<file path="src/rtl/sdpb_burst_reader.sv">
// Port-B burst read sequencer for SDPB RAMs: start to first beat 3 cycles, then 1 beat/cycle.
// Backpressure via 2-credit skid FIFO; optional abort port under macro RDR_ABORT_EN.

module sdpb_fifo #(
   parameter int DW = 16
) (
   input  logic          clk,
   input  logic          rst_n,
   input  logic          i_wr_vld,
   input  logic [DW-1:0] i_wr_dat,
   input  logic          i_rd_rdy,
   input  logic          i_flush,
   output logic          o_rd_vld,
   output logic [DW-1:0] o_rd_dat,
   output logic [1:0]    o_count
);
   logic [DW-1:0] r_mem [2];
   logic          r_wp;
   logic          r_rp;
   logic [1:0]    r_cnt;
   logic          w_pop;

   assign w_pop    = i_rd_rdy && (r_cnt != 2'd0);
   assign o_rd_vld = (r_cnt != 2'd0);
   assign o_rd_dat = r_mem[r_rp];
   assign o_count  = r_cnt;

   always_ff @(posedge clk or negedge rst_n) begin
      if (!rst_n) begin
         r_mem[0] <= '0;
         r_mem[1] <= '0;
         r_wp     <= 1'b0;
         r_rp     <= 1'b0;
         r_cnt    <= 2'd0;
      end else if (i_flush) begin
         r_wp  <= 1'b0;
         r_rp  <= 1'b0;
         r_cnt <= 2'd0;
      end else begin
         if (i_wr_vld) begin
            r_mem[r_wp] <= i_wr_dat;
            r_wp        <= ~r_wp;
         end
         if (w_pop) r_rp <= ~r_rp;
         r_cnt <= r_cnt + {1'b0, i_wr_vld} - {1'b0, w_pop};
      end
   end
endmodule

module sdpb_burst_reader #(
   parameter int AW = 9,
   parameter int DW = 16
) (
   input  logic          clk,
   input  logic          rst_n,
   input  logic          start,
   input  logic [AW-1:0] start_addr,
   input  logic [AW:0]   len,
`ifdef RDR_ABORT_EN
   input  logic          abort,
`endif
   output logic          busy,
   output logic          done,
   output logic          ram_ceb,
   output logic          ram_oce,
   output logic [AW-1:0] ram_adb,
   input  logic [DW-1:0] ram_dout,
   output logic [DW-1:0] m_data,
   output logic          m_valid,
   input  logic          m_ready,
   output logic          m_last
);
   typedef enum logic [1:0] {S_IDLE, S_RUN, S_DRAIN} state_t;

   state_t        r_state;
   state_t        w_state_nxt;
   logic [AW-1:0] r_addr;
   logic [AW:0]   r_issue_rem;
   logic [AW:0]   r_beat_rem;
   logic          r_busy;
   logic          r_done;
   logic          r_inflight;
   logic          w_ceb;
   logic          w_pop;
   logic          w_abort;
   logic          w_start_ok;
   logic          w_last_beat;
   logic          w_fifo_vld;
   logic [1:0]    w_fifo_cnt;
   logic [2:0]    w_used;

`ifdef RDR_ABORT_EN
   assign w_abort = abort && r_busy;
`else
   assign w_abort = 1'b0;
`endif

   assign w_pop       = w_fifo_vld && m_ready;
   assign w_start_ok  = start && (r_state == S_IDLE) && !r_done;
   assign w_last_beat = w_pop && (r_beat_rem == (AW+1)'(1));
   // A word leaving the FIFO this cycle frees its credit now, so the issue
   // decision sees m_ready directly; this is what sustains one beat per cycle.
   assign w_used      = {1'b0, w_fifo_cnt} + {2'b0, r_inflight} - {2'b0, w_pop};

   always_comb begin
      w_state_nxt = r_state;
      w_ceb       = 1'b0;
      case (r_state)
         S_IDLE: begin
            if (w_start_ok && (len != '0)) w_state_nxt = S_RUN;
         end
         S_RUN: begin
            w_ceb = (r_issue_rem != '0) && (w_used < 3'd2);
            if (w_ceb && (r_issue_rem == (AW+1)'(1))) w_state_nxt = S_DRAIN;
         end
         S_DRAIN: begin
            if (w_last_beat) w_state_nxt = S_IDLE;
         end
         default: w_state_nxt = S_IDLE;
      endcase
      if (w_abort) begin
         w_ceb       = 1'b0;
         w_state_nxt = S_IDLE;
      end
   end

   always_ff @(posedge clk or negedge rst_n) begin
      if (!rst_n) begin
         r_state     <= S_IDLE;
         r_addr      <= '0;
         r_issue_rem <= '0;
         r_beat_rem  <= '0;
         r_busy      <= 1'b0;
         r_done      <= 1'b0;
         r_inflight  <= 1'b0;
      end else begin
         r_state    <= w_state_nxt;
         r_inflight <= w_ceb;
         r_busy     <= (w_state_nxt != S_IDLE);
         r_done     <= (w_start_ok && (len == '0)) ||
                       ((r_state == S_DRAIN) && w_last_beat) || w_abort;
         if (w_start_ok) begin
            r_addr      <= start_addr;
            r_issue_rem <= len;
            r_beat_rem  <= len;
         end else begin
            if (w_ceb) begin
               r_addr      <= r_addr + AW'(1);
               r_issue_rem <= r_issue_rem - (AW+1)'(1);
            end
            if (w_pop) r_beat_rem <= r_beat_rem - (AW+1)'(1);
         end
      end
   end

   sdpb_fifo #(.DW(DW)) u_skid (
      .clk      (clk),
      .rst_n    (rst_n),
      .i_wr_vld (r_inflight && !w_abort),
      .i_wr_dat (ram_dout),
      .i_rd_rdy (m_ready),
      .i_flush  (w_abort),
      .o_rd_vld (w_fifo_vld),
      .o_rd_dat (m_data),
      .o_count  (w_fifo_cnt)
   );

   assign busy    = r_busy;
   assign done    = r_done;
   assign ram_ceb = w_ceb;
   assign ram_oce = w_ceb;
   assign ram_adb = r_addr;
   assign m_valid = w_fifo_vld;
   assign m_last  = w_fifo_vld && (r_beat_rem == (AW+1)'(1));
endmodule
</file>
<file path="config.mk">
export PLATFORM = sky130hd
export DESIGN_NAME = sdpb_burst_reader
export DESIGN_NICKNAME = d
export VERILOG_FILES = /design/src/rtl/sdpb_burst_reader.sv
export SDC_FILE = /design/constraint.sdc
export NUM_CORES = 1
export LEC_CHECK = 0
export CAP_MARGIN = 20
export CELL_PAD_IN_SITES_DETAIL_PLACEMENT = 1
export CELL_PAD_IN_SITES_GLOBAL_PLACEMENT = 1
export CORE_ASPECT_RATIO = 1.2
export CORE_UTILIZATION = 30
export DETAILED_ROUTE_END_ITERATION = 6
export GPL_TIMING_DRIVEN = 1
export PLACE_DENSITY_LB_ADDON = 0.05
export SYNTH_ARGS = -nofsm -noshare
export SYNTH_HDL_FRONTEND = slang
export SYNTH_SLANG_ARGS = --single-unit
export TNS_END_PERCENT = 1
</file>
<file path="constraint.sdc">
create_clock -name clk -period 3.75 [get_ports clk]
set_input_delay 0.5625 -clock clk [delete_from_list [all_inputs] [get_ports clk]]
set_output_delay 0.5625 -clock clk [all_outputs]
set_load 0.05 [all_outputs]
</file>
== After elaboration in Yosys (flattened, before gate mapping) ==
Cells that the tools add are included.

* Eq/ne operators: 4
* Reductions and logical operators: 21
* Add/sub/neg operators: 7
* Muxes and demuxes: 17
* $lt $le $gt $ge: 4
* Bitwise gates (word level): 4

{| class="wikitable"
|+ Operators by type and width
! kind !! number
|-
| 16-bit two-way mux || 4
|-
| 10-bit two-way mux || 4
|-
| 32-bit bitwise mux || 1
|-
| 10-bit by 1-bit == test with 1-bit output (second input constant) || 2
|-
| 10-bit nonzero test || 2
|-
| 10-bit by 1-bit subtractor with 10-bit output (second input constant) || 2
|-
| 9-bit two-way mux || 2
|-
| 16-bit demux with 1-bit select || 1
|-
| 1-bit logical AND || 11
|-
| 10-bit zero test || 1
|-
| 9-bit by 1-bit adder with 9-bit output (second input constant) || 1
|-
| 2-bit nonzero test || 4
|-
| 2-bit two-way mux || 3
|-
| 2-bit case mux with 3 select lines || 1
|-
| 2-bit >= comparator (second input constant) || 2
|-
| 1-bit inverter with 2-bit output || 2
|-
| 2-bit by 1-bit adder with 3-bit output || 1
|-
| 3-bit by 2-bit less-than comparator with 1-bit output (second input constant) || 1
|-
| 3-bit by 1-bit subtractor with 3-bit output || 1
|-
| 2-bit by 1-bit adder with 2-bit output || 1
|-
| 2-bit by 1-bit == test with 1-bit output (second input constant) || 1
|-
| 2-bit == test (second input constant) || 1
|-
| 2-bit zero test || 1
|-
| 2-bit by 1-bit less-than comparator with 1-bit output (second input constant) || 1
|-
| 5 further kinds || 6
|}

* Flip-flop bits (word level): 70
* Logic and storage cells: 69
* Output and inout port bits: 31

== Longest topological paths before layout ==
* Word-level depth: 9
* Depth in mapped cells: 14

== By module ==
A second synthesis with hierarchy kept.

* Cells, all modules: 314
* Area, all modules: 3568.4 sq um

{| class="wikitable"
|+ Modules (own cells, without submodules)
! module !! times used !! cells each !! area each (sq um)
|-
| sdpb_burst_reader || 1 || 210 || 1946.9
|-
| sdpb_fifo || 1 || 104 || 1621.6
|}

== Least setup slack after synthesis ==
Ideal clock, no wire load.

* Path kind: register to output
* From: register u_skid.r_cnt[1], in the netlist u_skid.o_count[1]
* To: output port ram_oce
* Arrival time: 3.146 ns
* Cell stages (with the launch flop): 14
* Slack: 0.042 ns
* Buffers on the path: 2
* Path through: dfrtp_1 o21ai_1 inv_1 ha_1 inv_1 ha_1 inv_1 fa_1 xnor2_2 nor3b_2 nand2b_4 inv_1 buf_2 buf_4

* Cells in the longest elaborated chain, start to end: 6

{| class="wikitable"
|+ RTL lines
! what !! line !! source
|-
| start: declaration || 20 || <nowiki>logic [1:0] r_cnt;</nowiki>
|-
| start signal: assignment || 45 || <nowiki>r_cnt <= r_cnt + {1'b0, i_wr_vld} - {1'b0, w_pop};</nowiki>
|-
| 2-bit nonzero test || n/a ||
|-
| 1-bit logical AND || n/a ||
|-
| net u_skid.w_pop || 21 || <nowiki>logic w_pop;</nowiki>
|-
| 3-bit by 1-bit subtractor with 3-bit output || 103 || <nowiki>assign w_used = {1'b0, w_fifo_cnt} + {2'b0, r_inflight} - {2'b0, w_pop};</nowiki>
|-
| 3-bit by 2-bit less-than comparator with 1-bit output || 113 || <nowiki>w_ceb = (r_issue_rem != '0) && (w_used < 3'd2);</nowiki>
|-
| 1-bit logical AND || 113 ||
|-
| 1-bit two-way mux || 108 || <nowiki>case (r_state)</nowiki>
|-
| end: declaration || 65 || <nowiki>output logic ram_oce,</nowiki>
|}

The timed path passes the listed nets, and every way through them passes these cells.

== Worst setup path in the final report ==
* From: input port m_ready
* To: output port ram_ceb

* Cells in the longest elaborated chain, start to end: 5

{| class="wikitable"
|+ RTL lines
! what !! line !! source
|-
| start: declaration || 70 || <nowiki>input logic m_ready,</nowiki>
|-
| 1-bit logical AND || n/a ||
|-
| net u_skid.w_pop || 21 ||
|-
| 3-bit by 1-bit subtractor with 3-bit output || 103 ||
|-
| net w_used[1] || 90 || <nowiki>logic [2:0] w_used;</nowiki>
|-
| 3-bit by 2-bit less-than comparator with 1-bit output || 113 ||
|-
| 1-bit logical AND || 113 ||
|-
| 1-bit two-way mux || 108 ||
|-
| end: declaration || 64 || <nowiki>output logic ram_ceb,</nowiki>
|}

The timed path passes the listed nets, and every way through them passes these cells.

==> impl_metrics.py <==
metrics = {
    "logic_synthesis": {
        "yosysTopAreaCell": "dfrtp_1",
        "synth-seq-cells": 70,
        "syn_avg_cell_area_um2": 11.3,
        "synth_ff_type": "dfrtp_1",
        "yosys-top-cells-area": "dfrtp_1 (50%), mux2_2 (15%), nand2_1 (3.1%), ha_1 (2.8%), o21ai_0 (2.1%)",
        "ys_seq_area_share_pct": 49.8,
        "async_flop_share_pct": 100,
        "netlist_instances": 312,
        "ys_types": 56,
        "syn-num-nets": 360,
        "syn_area_mm2": 0.00352,
        "yosys_warnings": 0,
        "synth_edf_count": 0,
        "yosys.area.top_type_share_pct": 49.8,
    },
    "routing": {
        "vias_per_cell": 4.89,
        "vias": 2673,
        "drtPass1Iterations": 4,
        "antenna_left": 0,
        "routedWlPerCell_um": 16.7,
        "routed_wl_mm": 9.15,
        "drt_iter0_markers": 68,
        "drc_errors": 0,
    },
    "worst_setup_path": {
        "r2r_end": "r_issue_rem[5]",
        "regToRegStartpoint": "u_skid.o_count[1]",
        "startpoint_type": "input pin",
        "crit_top_cell": "inv_1",
        "critPathMaxFanout": 3,
        "cpLargestDelayFamily": "buffers and inverters",
        "critPathKind": "input pin to output pin",
        "critical_path_arrival_ps": 2930,
        "crit_path_end_kind": "output pin",
        "worstRegToRegCells": 13,
        "reg2reg_slack_ps": 630,
        "crit_chain": "clkdlybuf4s50_1 -> o21ai_1 -> inv_1 -> ha_1 -> inv_1 -> ha_1 -> inv_1 -> fa_1 -> inv_1 -> nor3b_2 -> nand2b_4 -> clkinvlp_4 -> buf_12",
        "cp.required_ps": 3190,
        "slowest_stage": "fa_1",
        "worst-path-buf-inv": 7,
        "cp_slowest_stage_delay_ps": 530,
    },
    "timing": {
        "rsz0062_at_grt": "false",
        "worst_pin_slew_ps": 892,
        "setup_violations": 0,
        "post-route-period-util_pct": 93.2,
        "finClkSkew_ps": 5.89,
        "hold_viol": 0,
        "fin_tns_setup_ps": 0,
        "relSlewSlack_pct": 40.2,
        "fin_crit_ps": 3500,
        "fmaxAchievable_ghz": 0.286,
        "report.final.slew_viol_count": 0,
    },
    "floorplan": {
        "num_rows": 42,
        "start_util_pct": 31.3,
        "die_area_mm2": 0.0122,
        "die_y_um": 121,
        "core-area_mm2": 0.0112,
        "die_x_um": 101,
        "top_level_ports": 70,
    },
    "placed_design": {
        "gp_congestion": 0.729,
        "portBuffers": 69,
        "dp.cells": 531,
        "hpwl_mm": 6.70,
    },
    "worst_hold_path": {
        "min_path_type": "input pin to async pin",
    },
    "final_layout": {
        "antenna_cells": 0,
        "fin_cells": 547,
        "final_common_cell": "dfrtp_1",
        "layout_common_cells": "dfrtp_1 (70), clkdlybuf4s50_1 (66), mux2_2 (48)",
        "nets": 436,
        "final_layout_size_suffix_gt1_share_pct": 23.4,
        "syn2layout_area_growth_pct": 35.8,
    },
    "clocking": {
        "clock-root-buffer": "clkbuf_16",
        "clk_latency_ps": 340,
        "cts_setup_buffers": 0,
        "htreeDepth": 3,
        "cts.path.max_buffers": 2,
        "cts_buffers": 9,
        "cts_tree": "built",
        "cts-hold-fix-buffers": 0,
        "clk_pin_slew_ps": 60,
        "cts.sinks": 70,
    },
    "outcome": {
        "status": "completed",
    },
    "grt": {
        "grt_pass1_wl_mm": 15.2,
        "grt.overflow.total": 0,
        "antenna_found_initial": 0,
        "grt_max_degree": 31,
        "grt_usage_pct": 16.8,
        "grt_pass1_vias": 2863,
    },
    "power": {
        "p_leak_nw": 1.92,
        "cellPowerDensity_mw_per_mm2": 1100,
        "ir_drop_mv": 0.578,
    },
    "flow_run": {
        "drv_cap": 0,
    },
}
[registers in the layout, summed over array words and instances, names as in the netlist]
| signal | cells |
|---|---|
| r_inflight | 1 |
| u_skid.r_wp | 1 |
| busy | 1 |
| done | 1 |
| r_beat_rem | 10 |
| u_skid.o_count | 2 |
| r_issue_rem | 10 |
| r_state | 2 |
| u_skid.r_rp | 1 |
| ram_adb | 9 |
| u_skid.r_mem | 32 |
[routing by layer]
layer | GRT usage (%) | wire length [um]
met1 | 21.2 | 4180
met2 | 27.5 | 4470
met5 | 0 | 0
met3 | 4.16 | 340
met4 | 6.16 | 162
[repair_timing]
| item | in CTS | in global routing |
|---|---|---|
| setup endpoints to repair | 0 | 2 |
| gates resized for setup | 0 | 1 |
| endpoints found under the hold margin | 0 | 0 |
[power breakdown]
group / internal [mW] / switching [mW] / leakage (nW) / total (mW)
Combinational: 1.21 / 1.60 / 0.918 / 2.80
Sequential: 1.12 / 0.325 / 0.840 / 1.45
Clock: 0.651 / 0.338 / 0.158 / 0.989
[final cells by class]
cell class / count / area, um2
clock buffers: 9 / 225
clock inverters: 7 / 121
fillers: 1251 / 6470
inverters: 14 / 56.3
multi-input cells: 214 / 1650
flip-flops and latches: 70 / 1750
well taps: 154 / 193
repair buffers: 79 / 781
[synthesized netlist by cell type (all sizes together), types with 2 or more instances]
library cell and count:
or3 7, ha 8, xor2 5, nand2 29, a31oi 2, nor3 8, a211oi 2, o311ai 2
and3 4, clkbuf 5, o21ai 16, nor3b 2, nand3b 2, nor4 7, or2 2, nand2b 2
a21oi 5, dfrtp 70, nand3 11, mux2 48, buf 9, o31ai 2, a221o 4, nor2 13
o211ai 9, xnor2 6, or4 3, inv 14
[cell families after synthesis]
logic type / count (synthesis) / share of synthesized area (%)
and+or+nand+nor: 97 / 15.4
DFF: 70 / 49.8
AOI/OAI and AO/OA: 49 / 9.60
muxes: 48 / 15.4
buffers and inverters: 28 / 3.52
xor gates and xnor gates: 11 / 2.95
adders and majority gates: 9 / 3.41
[per-stage QoR]
stage | setup WS, ps | hold WS [ps] | total power, mW | util [%] | cell area, um2
2_1_floorplan | 41.9 | 267 | 3.36 | - | 3520
3_3_place_gp | 144 | 480 | 4.24 | 39.4 | 4430
3_5_place_dp | 130 | 492 | 4.30 | 39.4 | 4430
4_1_cts | 105 | 284 | 5.32 | 42.5 | 4780
5_1_grt | 29.2 | 311 | 5.59 | 42.5 | 4780
6_report | 255 | 267 | 5.24 | 42.5 | 4780
[worst max path at each step]
stage	start	to	depth (start not counted)
4_1_cts	m_ready	ram_ceb	13
2_1_floorplan	u_skid.o_count[1]	ram_oce	13
3_3_place_gp	m_ready	ram_ceb	13
3_5_place_dp	m_ready	ram_ceb	13
5_1_grt	m_ready	ram_ceb	13
6_report	m_ready	ram_ceb	13
Note: power is estimated with default switching activity, not from simulation.
